`config.mk`:
```
export PLATFORM = sky130hd
export DESIGN_NAME = ram_nibble_ctrl_flat
export DESIGN_NICKNAME = d
export VERILOG_FILES = /design/src/rtl/ram_nibble_ctrl_pkg.sv /design/src/rtl/ram_nibble_ctrl_if.sv /design/src/rtl/ram_nibble_ctrl.sv /design/src/flat_wrapper.sv
export SDC_FILE = /design/constraint.sdc
export NUM_CORES = 1
export LEC_CHECK = 0
export ABC_CLOCK_PERIOD_IN_PS = 2000
export BUFFER_PORTS_ARGS = -buffer_cell sky130_fd_sc_hd__buf_2
export CORE_ASPECT_RATIO = 0.7
export CORE_MARGIN = 1
export CORE_UTILIZATION = 49
export DETAILED_ROUTE_END_ITERATION = 8
export PLACE_DENSITY = 0.78
export SLEW_MARGIN = 5
export SYNTH_ARGS = -nofsm -noshare
export SYNTH_HDL_FRONTEND = slang
export SYNTH_SLANG_ARGS = --single-unit
```
`constraint.sdc`:
```
create_clock -name clk -period 2 [get_ports clk]
set_input_delay 0.3 -clock clk [delete_from_list [all_inputs] [get_ports clk]]
set_output_delay 0.3 -clock clk [all_outputs]
set_load 0.02 [all_outputs]
```
`src/rtl/ram_nibble_ctrl_pkg.sv`:
```
// Shared definitions for the 256x4 nibble RAM access controller:
// array geometry, pin polarities, controller states and a sizing helper.
package ram_nibble_pkg;

  localparam int RAM_AW = 8;
  localparam int RAM_DW = 4;

  // Active levels of the RAM strobes
  localparam logic CS1_ACT = 1'b0;
  localparam logic CS2_ACT = 1'b1;
  localparam logic W_ACT   = 1'b0;
  localparam logic OE_ACT  = 1'b0;

  typedef enum logic [2:0] {
    CLR_SETUP = 3'd0,
    CLR_PULSE = 3'd1,
    CLR_HOLD  = 3'd2,
    IDLE      = 3'd3,
    W_SETUP   = 3'd4,
    W_PULSE   = 3'd5,
    W_HOLD    = 3'd6,
    R_WAIT    = 3'd7
  } state_e;

  // Largest of the four timing parameters; sizes the shared down-counter
  function automatic int max_of4(input int a, input int b, input int c, input int d);
    int m;
    m = a;
    if (b > m) m = b;
    if (c > m) m = c;
    if (d > m) m = d;
    return m;
  endfunction

endpackage

```
`src/rtl/ram_nibble_ctrl_if.sv`:
```
// System-bus side of the nibble RAM controller.
//
// Handshake: the master presents req with we/addr/wdata; a transfer is
// accepted on any rising clock edge where req && ready. ready stays low
// from acceptance until the access completes; done pulses for exactly one
// cycle at completion (ready is already high again in that cycle). Inputs
// are only looked at on the accepting edge. rdata is valid from a read's
// done and held until the next read's done. clr_busy is high while the
// post-reset zero-fill runs; req is ignored throughout it.
interface ram_nibble_ctrl_if;
  import ram_nibble_pkg::*;

  logic              req;
  logic              we;
  logic [RAM_AW-1:0] addr;
  logic [RAM_DW-1:0] wdata;
  logic              ready;
  logic              done;
  logic [RAM_DW-1:0] rdata;
  logic              clr_busy;
  state_e            state_dbg;

  modport master (
    output req, we, addr, wdata,
    input  ready, done, rdata, clr_busy, state_dbg
  );

  modport slave (
    input  req, we, addr, wdata,
    output ready, done, rdata, clr_busy, state_dbg
  );

endinterface

```
`src/rtl/ram_nibble_ctrl.sv`:
```
// Access controller for a 256x4 static nibble RAM. Turns single-cycle
// req/ready transfers into chip-select / write-strobe / output-enable
// sequences, captures read nibbles and optionally zero-fills the array
// after reset. Every RAM pin and bus output comes straight from a flop.
module ram_nibble_ctrl
  import ram_nibble_pkg::*;
#(
  parameter int WR_SETUP       = 1,
  parameter int WR_PULSE       = 2,
  parameter int WR_HOLD        = 1,
  parameter int RD_WAIT        = 2,
  parameter bit CLEAR_ON_RESET = 1'b1
) (
  input  logic              clk,
  input  logic              reset_n,
  ram_nibble_ctrl_if.slave  bus,
  output logic [RAM_AW-1:0] ram_a,
  output logic [RAM_DW-1:0] ram_i,
  input  logic [RAM_DW-1:0] ram_d,
  output logic              ram_cs1,
  output logic              ram_cs2,
  output logic              ram_w,
  output logic              ram_oe
);

  localparam int MAXP = max_of4(WR_SETUP, WR_PULSE, WR_HOLD, RD_WAIT);
  localparam int CW   = (MAXP > 1) ? $clog2(MAXP) : 1;

  typedef logic [CW-1:0] cnt_t;

  // Counter reload values: a phase of N cycles counts N-1 down to 0
  localparam cnt_t LD_WS = cnt_t'(WR_SETUP - 1);
  localparam cnt_t LD_WP = cnt_t'(WR_PULSE - 1);
  localparam cnt_t LD_WH = cnt_t'(WR_HOLD - 1);
  localparam cnt_t LD_RD = cnt_t'(RD_WAIT - 1);

  state_e state;
  cnt_t   cnt;
  logic   ready_q;
  logic   done_q;
  logic   clr_busy_q;
  logic [RAM_DW-1:0] rdata_q;

  assign bus.ready     = ready_q;
  assign bus.done      = done_q;
  assign bus.rdata     = rdata_q;
  assign bus.clr_busy  = clr_busy_q;
  assign bus.state_dbg = state;

  // Controller FSM: sequences strobes from the phase counter; reset drops
  // every strobe at once so an interrupted write pulse cannot survive it.
  // The cycle right after reset release already counts as the first setup
  // cycle of address 0 when the zero-fill is enabled.
  always_ff @(posedge clk or negedge reset_n) begin
    if (!reset_n) begin
      state      <= CLEAR_ON_RESET ? CLR_SETUP : IDLE;
      cnt        <= CLEAR_ON_RESET ? LD_WS : '0;
      ready_q    <= 1'b0;
      done_q     <= 1'b0;
      rdata_q    <= '0;
      clr_busy_q <= CLEAR_ON_RESET;
      ram_a      <= '0;
      ram_i      <= '0;
      ram_cs1    <= ~CS1_ACT;
      ram_cs2    <= ~CS2_ACT;
      ram_w      <= ~W_ACT;
      ram_oe     <= ~OE_ACT;
    end else begin
      done_q <= 1'b0;
      case (state)
        CLR_SETUP: begin
          ram_cs1 <= CS1_ACT;
          ram_cs2 <= CS2_ACT;
          ram_i   <= '0;
          if (cnt == '0) begin
            state <= CLR_PULSE;
            cnt   <= LD_WP;
            ram_w <= W_ACT;
          end else begin
            cnt <= cnt - 1'b1;
          end
        end
        CLR_PULSE: begin
          if (cnt == '0) begin
            state <= CLR_HOLD;
            cnt   <= LD_WH;
            ram_w <= ~W_ACT;
          end else begin
            cnt <= cnt - 1'b1;
          end
        end
        CLR_HOLD: begin
          if (cnt == '0) begin
            if (ram_a == '1) begin
              state      <= IDLE;
              ram_cs1    <= ~CS1_ACT;
              ram_cs2    <= ~CS2_ACT;
              clr_busy_q <= 1'b0;
              ready_q    <= 1'b1;
            end else begin
              // next address follows with no deselect gap
              state <= CLR_SETUP;
              cnt   <= LD_WS;
              ram_a <= ram_a + 1'b1;
            end
          end else begin
            cnt <= cnt - 1'b1;
          end
        end
        IDLE: begin
          ram_cs1 <= ~CS1_ACT;
          ram_cs2 <= ~CS2_ACT;
          ram_w   <= ~W_ACT;
          ram_oe  <= ~OE_ACT;
          ready_q <= 1'b1;
          if (bus.req && ready_q) begin
            ram_a   <= bus.addr;
            ram_i   <= bus.wdata;
            ram_cs1 <= CS1_ACT;
            ram_cs2 <= CS2_ACT;
            ready_q <= 1'b0;
            if (bus.we) begin
              state <= W_SETUP;
              cnt   <= LD_WS;
            end else begin
              state  <= R_WAIT;
              cnt    <= LD_RD;
              ram_oe <= OE_ACT;
            end
          end
        end
        W_SETUP: begin
          if (cnt == '0) begin
            state <= W_PULSE;
            cnt   <= LD_WP;
            ram_w <= W_ACT;
          end else begin
            cnt <= cnt - 1'b1;
          end
        end
        W_PULSE: begin
          if (cnt == '0) begin
            state <= W_HOLD;
            cnt   <= LD_WH;
            ram_w <= ~W_ACT;
          end else begin
            cnt <= cnt - 1'b1;
          end
        end
        W_HOLD: begin
          if (cnt == '0) begin
            state   <= IDLE;
            ram_cs1 <= ~CS1_ACT;
            ram_cs2 <= ~CS2_ACT;
            done_q  <= 1'b1;
            ready_q <= 1'b1;
          end else begin
            cnt <= cnt - 1'b1;
          end
        end
        R_WAIT: begin
          if (cnt == '0) begin
            state   <= IDLE;
            rdata_q <= ram_d;
            ram_cs1 <= ~CS1_ACT;
            ram_cs2 <= ~CS2_ACT;
            ram_oe  <= ~OE_ACT;
            done_q  <= 1'b1;
            ready_q <= 1'b1;
          end else begin
            cnt <= cnt - 1'b1;
          end
        end
        default: state <= IDLE;
      endcase
    end
  end

endmodule

```
`src/flat_wrapper.sv`:
```
// flat-port wrapper written by rule: the top's interface ports become plain ports
module ram_nibble_ctrl_flat import ram_nibble_pkg::*;
#(
  parameter int WR_SETUP       = 1,
  parameter int WR_PULSE       = 2,
  parameter int WR_HOLD        = 1,
  parameter int RD_WAIT        = 2,
  parameter bit CLEAR_ON_RESET = 1'b1
)
  (clk, reset_n, ram_a, ram_i, ram_d, ram_cs1, ram_cs2, ram_w, ram_oe, bus_req, bus_we, bus_addr, bus_wdata, bus_ready, bus_done, bus_rdata, bus_clr_busy, bus_state_dbg);
  ram_nibble_ctrl_if bus_i ();
  input  logic clk;
  input  logic reset_n;
  output logic [RAM_AW-1:0] ram_a;
  output logic [RAM_DW-1:0] ram_i;
  input  logic [RAM_DW-1:0] ram_d;
  output logic ram_cs1;
  output logic ram_cs2;
  output logic ram_w;
  output logic ram_oe;
  input wire logic [$bits(bus_i.req)-1:0] bus_req;
  input wire logic [$bits(bus_i.we)-1:0] bus_we;
  input wire logic [$bits(bus_i.addr)-1:0] bus_addr;
  input wire logic [$bits(bus_i.wdata)-1:0] bus_wdata;
  output wire logic [$bits(bus_i.ready)-1:0] bus_ready;
  output wire logic [$bits(bus_i.done)-1:0] bus_done;
  output wire logic [$bits(bus_i.rdata)-1:0] bus_rdata;
  output wire logic [$bits(bus_i.clr_busy)-1:0] bus_clr_busy;
  output wire logic [$bits(bus_i.state_dbg)-1:0] bus_state_dbg;
  assign bus_i.req = bus_req;
  assign bus_i.we = bus_we;
  assign bus_i.addr = bus_addr;
  assign bus_i.wdata = bus_wdata;
  assign bus_ready = bus_i.ready;
  assign bus_done = bus_i.done;
  assign bus_rdata = bus_i.rdata;
  assign bus_clr_busy = bus_i.clr_busy;
  assign bus_state_dbg = bus_i.state_dbg;
  ram_nibble_ctrl #(.WR_SETUP(WR_SETUP), .WR_PULSE(WR_PULSE), .WR_HOLD(WR_HOLD), .RD_WAIT(RD_WAIT), .CLEAR_ON_RESET(CLEAR_ON_RESET)) u_core (.clk(clk), .reset_n(reset_n), .bus(bus_i), .ram_a(ram_a), .ram_i(ram_i), .ram_d(ram_d), .ram_cs1(ram_cs1), .ram_cs2(ram_cs2), .ram_w(ram_w), .ram_oe(ram_oe));
endmodule
```
==> reports/qor.tcl, run 1 <==
set qor(outcome) {complete, no violations}
set qor(time_the_worst_path_needs_with_i_o_delays_and_setup_ns) 1.81
set qor(remaining_drc_errors) 0
set qor(rows) 15
set qor(clk_pin_slew_ns) 0.09
set qor(synthTopCellsByArea) {sky130_fd_sc_hd__dfrtp_1 (42%), sky130_fd_sc_hd__dfstp_2 (7.6%), sky130_fd_sc_hd__o21ai_1 (4.7%)}
set qor(setup_tns_ns) 0
set qor(numPlacedInstances) 216
set qor(timing_hold_violations_final) 0
set qor(finalWorstSetupSlack_ns) 0.190
set qor(first_global_vias) 1178
set qor(synth_area_leader_cell) {sky130_fd_sc_hd__dfrtp_1}
set qor(final.period_utilization_pct) 90.5
set qor(nFillCells) 206
set qor(clk_root_buffer_cell) {sky130_fd_sc_hd__clkbuf_8}
set qor(netlist-cell-type-count) 40
set qor(tightest_slew_ns) 0.574
set qor(maxCapViolCount) 0
set qor(cts-htree-levels) 1
set qor(finalSetupViolCount) 0
set qor(synth_edf_count) 0
set qor(vias_per_cell) 5.75
set qor(yosys_register_bits) 27
set qor(floorplan.io_pins) 46
set qor(chipWidth_um) 65.4
set qor(p_total_mw) 2.64
set qor(grt_use_total_pct) 23.2
set qor(clk_latency_ns) 0.27
set qor(fin_skew_ns) 0.00506
set qor(place_worst_setup_slack_ns) 0.230
set qor(hold_buffers) 0
set qor(dominantRegCellSynth) {sky130_fd_sc_hd__dfrtp_1}
set qor(critical_path.n_buffers_inverters) 0
set qor(crit_path_end_kind) {flip-flop}
set qor(powerDensity_nw_per_um2) 1560
set qor(detailroute.via_count) 1265
set qor(place.port_buffers) 45
set qor(global_route.overflow_total) 0
set qor(avgSynthCellArea_sq_um) 9.92
set qor(antenna_violating_nets_post_route) 0
set qor(unrepaired_setup_endpoints_after_global_routing) {no}
set qor(cts-buffers-inserted) 3
set qor(critical-path-top-delay-family) {simple AND/OR/NAND/NOR gates}
set qor(synth_nets) 160
set qor(stdcell_count) 220
set qor(cts_tree) {yes}
set qor(diode_insertion_count_for_antenna_repair) 0
set qor(multiInputGateArea_sq_um) 618
set qor(worstPathMaxFanout) 8
set qor(drt_iter0_markers) 60
set qor(clockBufferDepth) 2
set qor(critPathMaxStageDelay_ns) 0.44
set qor(r2r_start) {u_core.ram_a[0]}
set qor(synthesized_instance_count) 139
set qor(slowest_stage) {sky130_fd_sc_hd__dfrtp_1}
set qor(crit_path_cell_trace) {ha_1, nand4_1, o21ai_2, and2_1, o21ai_1}
set qor(synth.top_cell.area_share_pct) 41.7
set qor(initial_util_pct) 53.6
set qor(regArea_sq_um) 681
set qor(average_routed_wire_per_standard_cell_um) 13.9
set qor(cts_repair_resize_count) 0
set qor(worst-endpoint-required_ns) 2.14
set qor(critPathLaunch) {u_core.ram_a[0]}
set qor(drive_gt1_share_pct) 33.3
set qor(pin_count_of_the_biggest_net_entering_global_routing) 28
set qor(finalNetCount) 208
set qor(postLayoutCoreUtil_pct) 65.9
set qor(initial_antenna_violation_count) 0
set qor(core-area_sq_um) 2570
set qor(slew_violations) 0
set qor(timing.max_slew.rel_slack_pct) 61.7
set qor(cp-start-kind) {flip-flop}
set qor(synth.yosys.warnings) 0
set qor(hpwl_mm) 2.37
set qor(worst_ir_drop_vdd_mv) 0.753
set qor(asyncSetResetFlopFracSynth_pct) 100
set qor(initial_drt_pass_iterations) 5
set qor(most_frequent_cell_after_synthesis) {sky130_fd_sc_hd__dfrtp_1}
set qor(route.final.wire_length_mm) 3.07
set qor(die_area_sq_um) 3030
set qor(mappedNetlistArea_sq_um) 1380
set qor(floorplan.die.height_um) 46.4
set qor(crit_arrival_ns) 1.95
set qor(achievable-frequency_mhz) 552
set qor(worstHoldPathType) {in2async}
set qor(place_congestion) 0.910
set qor(postCtsSetupBuffers) 0
set qor(static-leakage-power_nw) 0.788
set qor(clock_sink_count) 27
set qor(area_growth_syn_to_layout_pct) 22.9
set qor(critical_path_class) {reg2reg}
set qor(yosysSeqAreaShare_pct) 49.4
set qor(global_route_wire_length_before_repair_mm) 5.26
set qor(synth_top_cells_by_count) {sky130_fd_sc_hd__dfrtp_1 (23), sky130_fd_sc_hd__o21ai_1 (13), sky130_fd_sc_hd__nand3_1 (11)}
## layout make-up
| type | instances | area share, % |
|---|---|---|
| clock buffers | 4 | 2.66 |
| inverters | 10 | 2.22 |
| multi-input cells | 94 | 36.5 |
| flip-flops and latches | 27 | 40.2 |
| well taps | 34 | 2.51 |
| repair buffers | 51 | 16.0 |
## logic make-up (layout without fill, tap and decap cells)
group           count (synthesis)  count (layout)  synth area share, %
buf+inv                        18              65                 5.81
fa+ha+maj                       1               1                0.907
mux                             6               6                 4.81
compound gates                 43              43                 21.4
flops                          27              27                 49.4
simple gates                   44              44                 17.7
## state kept, by name, summed over array words and instances, names as in the netlist
signal	flops
u_core.ram_cs1	1
u_core.ram_oe	1
u_core.ram_cs2	1
u_core.bus.clr_busy	1
u_core.bus.ready	1
u_core.ram_w	1
u_core.ram_a	8
u_core.bus.state_dbg	3
u_core.bus.rdata	4
u_core.bus.done	1
u_core.ram_i	4
u_core.cnt	1
## cells in the final DEF, fill, tap and decap left out, types with 2 or more instances in the layout
cell / instances
sky130_fd_sc_hd__buf_2: 45
sky130_fd_sc_hd__dfrtp_1: 23
sky130_fd_sc_hd__o21ai_1: 13
sky130_fd_sc_hd__nand3_1: 11
sky130_fd_sc_hd__inv_1: 10
sky130_fd_sc_hd__nor2_1: 7
sky130_fd_sc_hd__nand2_1: 7
sky130_fd_sc_hd__buf_4: 6
sky130_fd_sc_hd__a21oi_1: 5
sky130_fd_sc_hd__mux2_1: 5
sky130_fd_sc_hd__nor3_1: 4
sky130_fd_sc_hd__o211ai_1: 4
sky130_fd_sc_hd__a22oi_1: 4
sky130_fd_sc_hd__dfstp_2: 4
sky130_fd_sc_hd__nor2b_1: 3
sky130_fd_sc_hd__nand4_1: 3
sky130_fd_sc_hd__clkbuf_8: 3
sky130_fd_sc_hd__and2_1: 2
sky130_fd_sc_hd__o21ai_0: 2
sky130_fd_sc_hd__a32oi_1: 2
sky130_fd_sc_hd__and3_1: 2
sky130_fd_sc_hd__o31ai_1: 2
## final timing paths
path,slack [ns],end,depth (start not counted)
max,0.19,u_core.ram_a[1],5
min,0.02,u_core.ram_i[1],1
max reg2reg,0.19,u_core.ram_a[1],5
min reg2reg,0.49,u_core.bus.clr_busy,1
max in group asynchronous,1.60,u_core.bus.clr_busy,1
min in group clk,0.24,u_core.bus.rdata[3],2
## routing by layer
layer | routed length (um) | vias to the layer above | GRT usage [%] | share of wire (%)
li1 | - | 606 | - | -
met1 | 1400 | 608 | 31.7 | 46
met2 | 1460 | 49 | 38.4 | 48
met3 | 189 | 2 | 5.69 | 6.2
met4 | 11 | 0 | 3.91 | 0.36
met5 | 0 | - | 0 | 0
## power breakdown
part	internal, mW	switching, mW
clock	0.142	0.154
sequential	0.773	0.211
combinational	0.525	0.833
total	1.44	1.20
## metrics by stage
step	hold slack (ns)	area (sq um)
2_1_floorplan	0.00441	1380
3_3_place_gp	0.326	1650
3_5_place_dp	0.337	1650
4_1_cts	0.0389	1690
5_1_grt	0.0638	1690
6_report	0.0211	1690
No activity file was read; power rests on OpenSTA's default activity.
==> inputs of run 2 (changes only) <==
- ABC_AREA: default -> 1
- CORE_UTILIZATION: 49 -> 51
- PLACE_DENSITY: 0.78 -> 0.79
==> reports/qor.tcl, run 2 <==
set qor(netlist-cell-type-count) 27
set qor(average_routed_wire_per_standard_cell_um) 12.0
set qor(postLayoutCoreUtil_pct) 64.4
set qor(place.port_buffers) 45
set qor(critical_path_class) {reg2reg}
set qor(power.internal_mw) 0.702
set qor(critPathMostFrequentCell) {sky130_fd_sc_hd__nand2_1}
set qor(netSwitchingFraction_pct) 20.4
set qor(clk_pin_slew_ns) 0.09
set qor(detailroute.via_count) 1368
set qor(crit_path_end_kind) {flip-flop}
set qor(antenna_violating_nets_post_route) 0
set qor(core-area_sq_um) 2800
set qor(synth_nets) 220
set qor(synth.yosys.warnings) 0
set qor(synth_top_cells_by_count) {sky130_fd_sc_hd__nand2_1 (95), sky130_fd_sc_hd__dfrtp_1 (23), sky130_fd_sc_hd__nand3_1 (16)}
set qor(rows) 16
set qor(initial_util_pct) 54.2
set qor(area_growth_syn_to_layout_pct) 18.8
set qor(outcome) {complete, no violations}
set qor(yosysSeqAreaShare_pct) 44.8
set qor(floorplan.die.height_um) 47.7
set qor(clk_latency_ns) 0.27
set qor(timing_hold_violations_final) 0
set qor(synthesized_instance_count) 199
set qor(worstPathMaxFanout) 18
set qor(numPlacedInstances) 277
set qor(power_frac_comb_pct) 3.5
set qor(final_cell_mix) {sky130_fd_sc_hd__nand2_1 (95), sky130_fd_sc_hd__buf_2 (45), sky130_fd_sc_hd__dfrtp_1 (23)}
set qor(largest_register_ffs) 8
set qor(first_global_vias) 1125
set qor(tightest_slew_ns) 0.596
set qor(critPathMaxStageDelay_ns) 0.61
set qor(clk_root_buffer_cell) {sky130_fd_sc_hd__clkbuf_8}
set qor(clock_sink_count) 27
set qor(achievable-frequency_mhz) 605
set qor(hold_buffers) 0
set qor(finalSetupViolCount) 0
set qor(initial_drt_pass_iterations) 5
set qor(synth_area_leader_cell) {sky130_fd_sc_hd__dfrtp_1}
set qor(asyncSetResetFlopFracSynth_pct) 100
set qor(layout_commonest_cell) {sky130_fd_sc_hd__nand2_1}
set qor(cp-start-kind) {flip-flop}
set qor(synthTopCellsByArea) {sky130_fd_sc_hd__dfrtp_1 (38%), sky130_fd_sc_hd__nand2_1 (23%), sky130_fd_sc_hd__dfstp_2 (6.9%)}
set qor(global_route_wire_length_before_repair_mm) 5.03
set qor(time_the_worst_path_needs_with_i_o_delays_and_setup_ns) 1.65
set qor(slew_violations) 0
set qor(route.final.wire_length_mm) 3.36
set qor(place_congestion) 0.853
set qor(grt_use_total_pct) 21.8
set qor(crit_arrival_ns) 1.82
set qor(static-leakage-power_nw) 0.979
set qor(worstHoldPathType) {in2async}
set qor(pin_count_of_the_biggest_net_entering_global_routing) 28
set qor(synth.top_cell.area_share_pct) 37.9
set qor(most_frequent_cell_after_synthesis) {sky130_fd_sc_hd__nand2_1}
set qor(netSwitchingPower_mw) 0.179
set qor(cts_tree) {yes}
set qor(initial_antenna_violation_count) 0
set qor(largest-register) {u_core.ram_a}
set qor(synth_edf_count) 0
set qor(postCtsSetupBuffers) 0
set qor(powerDensity_nw_per_um2) 488
set qor(remaining_drc_errors) 0
set qor(worst_ir_drop_vdd_mv) 0.288
set qor(floorplan.io_pins) 46
set qor(global_route.overflow_total) 0
set qor(clockBufferDepth) 2
set qor(chipWidth_um) 67.2
set qor(die_area_sq_um) 3200
set qor(setup_tns_ns) 0
set qor(vias_per_cell) 4.87
set qor(final.period_utilization_pct) 82.6
set qor(crit_path_cell_trace) {nand2_2, nor2_8, nand2_1, nand2_2, inv_2, nand2_1, nand2_1}
set qor(diode_insertion_count_for_antenna_repair) 0
set qor(finalNetCount) 267
set qor(unrepaired_setup_endpoints_after_global_routing) {no}
set qor(clockPowerShare_pct) 34.6
set qor(setup_slack_on_the_worst_flop_to_flop_path_ns) 0.35
set qor(drive_gt1_share_pct) 29.0
set qor(drt_iter0_markers) 111
set qor(dominantRegCellSynth) {sky130_fd_sc_hd__dfrtp_1}
set qor(cts-buffers-inserted) 3
set qor(worst-endpoint-required_ns) 2.17
set qor(power_frac_seq_pct) 61.9
set qor(maxCapViolCount) 0
set qor(timing.max_slew.rel_slack_pct) 60.2
set qor(cts_repair_resize_count) 0
set qor(yosys_register_bits) 27
set qor(fin_skew_ns) 0.00194
set qor(hpwl_mm) 2.51
set qor(avgSynthCellArea_sq_um) 7.63
set qor(cts-htree-levels) 1
set qor(stdcell_count) 281
set qor(mappedNetlistArea_sq_um) 1520
set qor(slowest_stage) {sky130_fd_sc_hd__dfrtp_1}
run 2: cell types whose count changed after synthesis, sizes merged, moves of 3 or more:
cell | previous run | this run
nand2 | 7 | 101
o21ai | 16 | 6
nand3 | 11 | 19
inv | 10 | 17
mux2 | 5 | 0
nor2 | 7 | 12
o211ai | 4 | 0
a21oi | 6 | 3
a22oi | 4 | 1
clkbuf | 3 | 0
nor2b | 3 | 0
run 2: cell type report:
| type | instances | area, sq um |
|---|---|---|
| inverters | 17 | 63.8 |
| repair buffers | 45 | 225 |
| fillers | 271 | 998 |
| multi-input cells | 152 | 744 |
| flip-flops and latches | 27 | 681 |
| clock buffers | 4 | 45.0 |
| well taps | 36 | 45.0 |
run 2: per-layer routing:
metal	part of all wire (%)	GRT usage [%]
met5	0	0
met4	0	5.11
met3	6.2	6.67
met2	43	34.6
met1	51	29.6
run 2: logic make-up (layout without fill, tap and decap cells):
| family | Yosys count | in the layout | synth area share, % |
|---|---|---|---|
| and+or+nand+nor | 137 | 137 | 41.4 |
| DFF | 27 | 27 | 44.8 |
| adders and majority gates | 1 | 1 | 0.824 |
| AOI/OAI and AO/OA | 14 | 14 | 6.84 |
| buffers and inverters | 20 | 66 | 6.18 |
run 2: metrics by stage:
stage	total power, mW	cell area, sq um	worst slack, ns	hold WS [ns]
detailed placement	0.588	1760	0.376	0.339
global route	0.916	1800	0.172	0.0583
finish	0.881	1800	0.348	0.0260
floorplan	0.559	1520	0.498	0.00441
global placement	0.587	1760	0.420	0.336
CTS	0.887	1800	0.347	0.0422
run 2: worst paths after layout:
kind | from | to | cells past startpoint
min in group clk | ram_d[2] | u_core.bus.rdata[2] | 3
worst max register to register | u_core.bus.state_dbg[1] | u_core.ram_i[2] | 7
worst min-delay path | reset_n | u_core.bus.rdata[2] | 1
worst min register to register | u_core.bus.clr_busy | u_core.bus.clr_busy | 1
max in group asynchronous | reset_n | u_core.ram_i[2] | 1
worst max-delay path | u_core.bus.state_dbg[1] | u_core.ram_i[2] | 7
run 2: critical path: cells and delay by family (launching register included):
kind / cells / cell delay, ns
buf+inv: 1 / 0.07
flops: 1 / 0.61
simple gates: 6 / 0.87
run 2: power groups by stage:
stage          combinational, mW  sequential, mW  clock [mW]
3_5_place_dp              0.0315           0.556           0
4_1_cts                   0.0316           0.546       0.309
5_1_grt                   0.0351           0.546       0.335
6_report                  0.0308           0.546       0.305
3_3_place_gp              0.0311           0.556           0
2_1_floorplan            0.00234           0.556           0
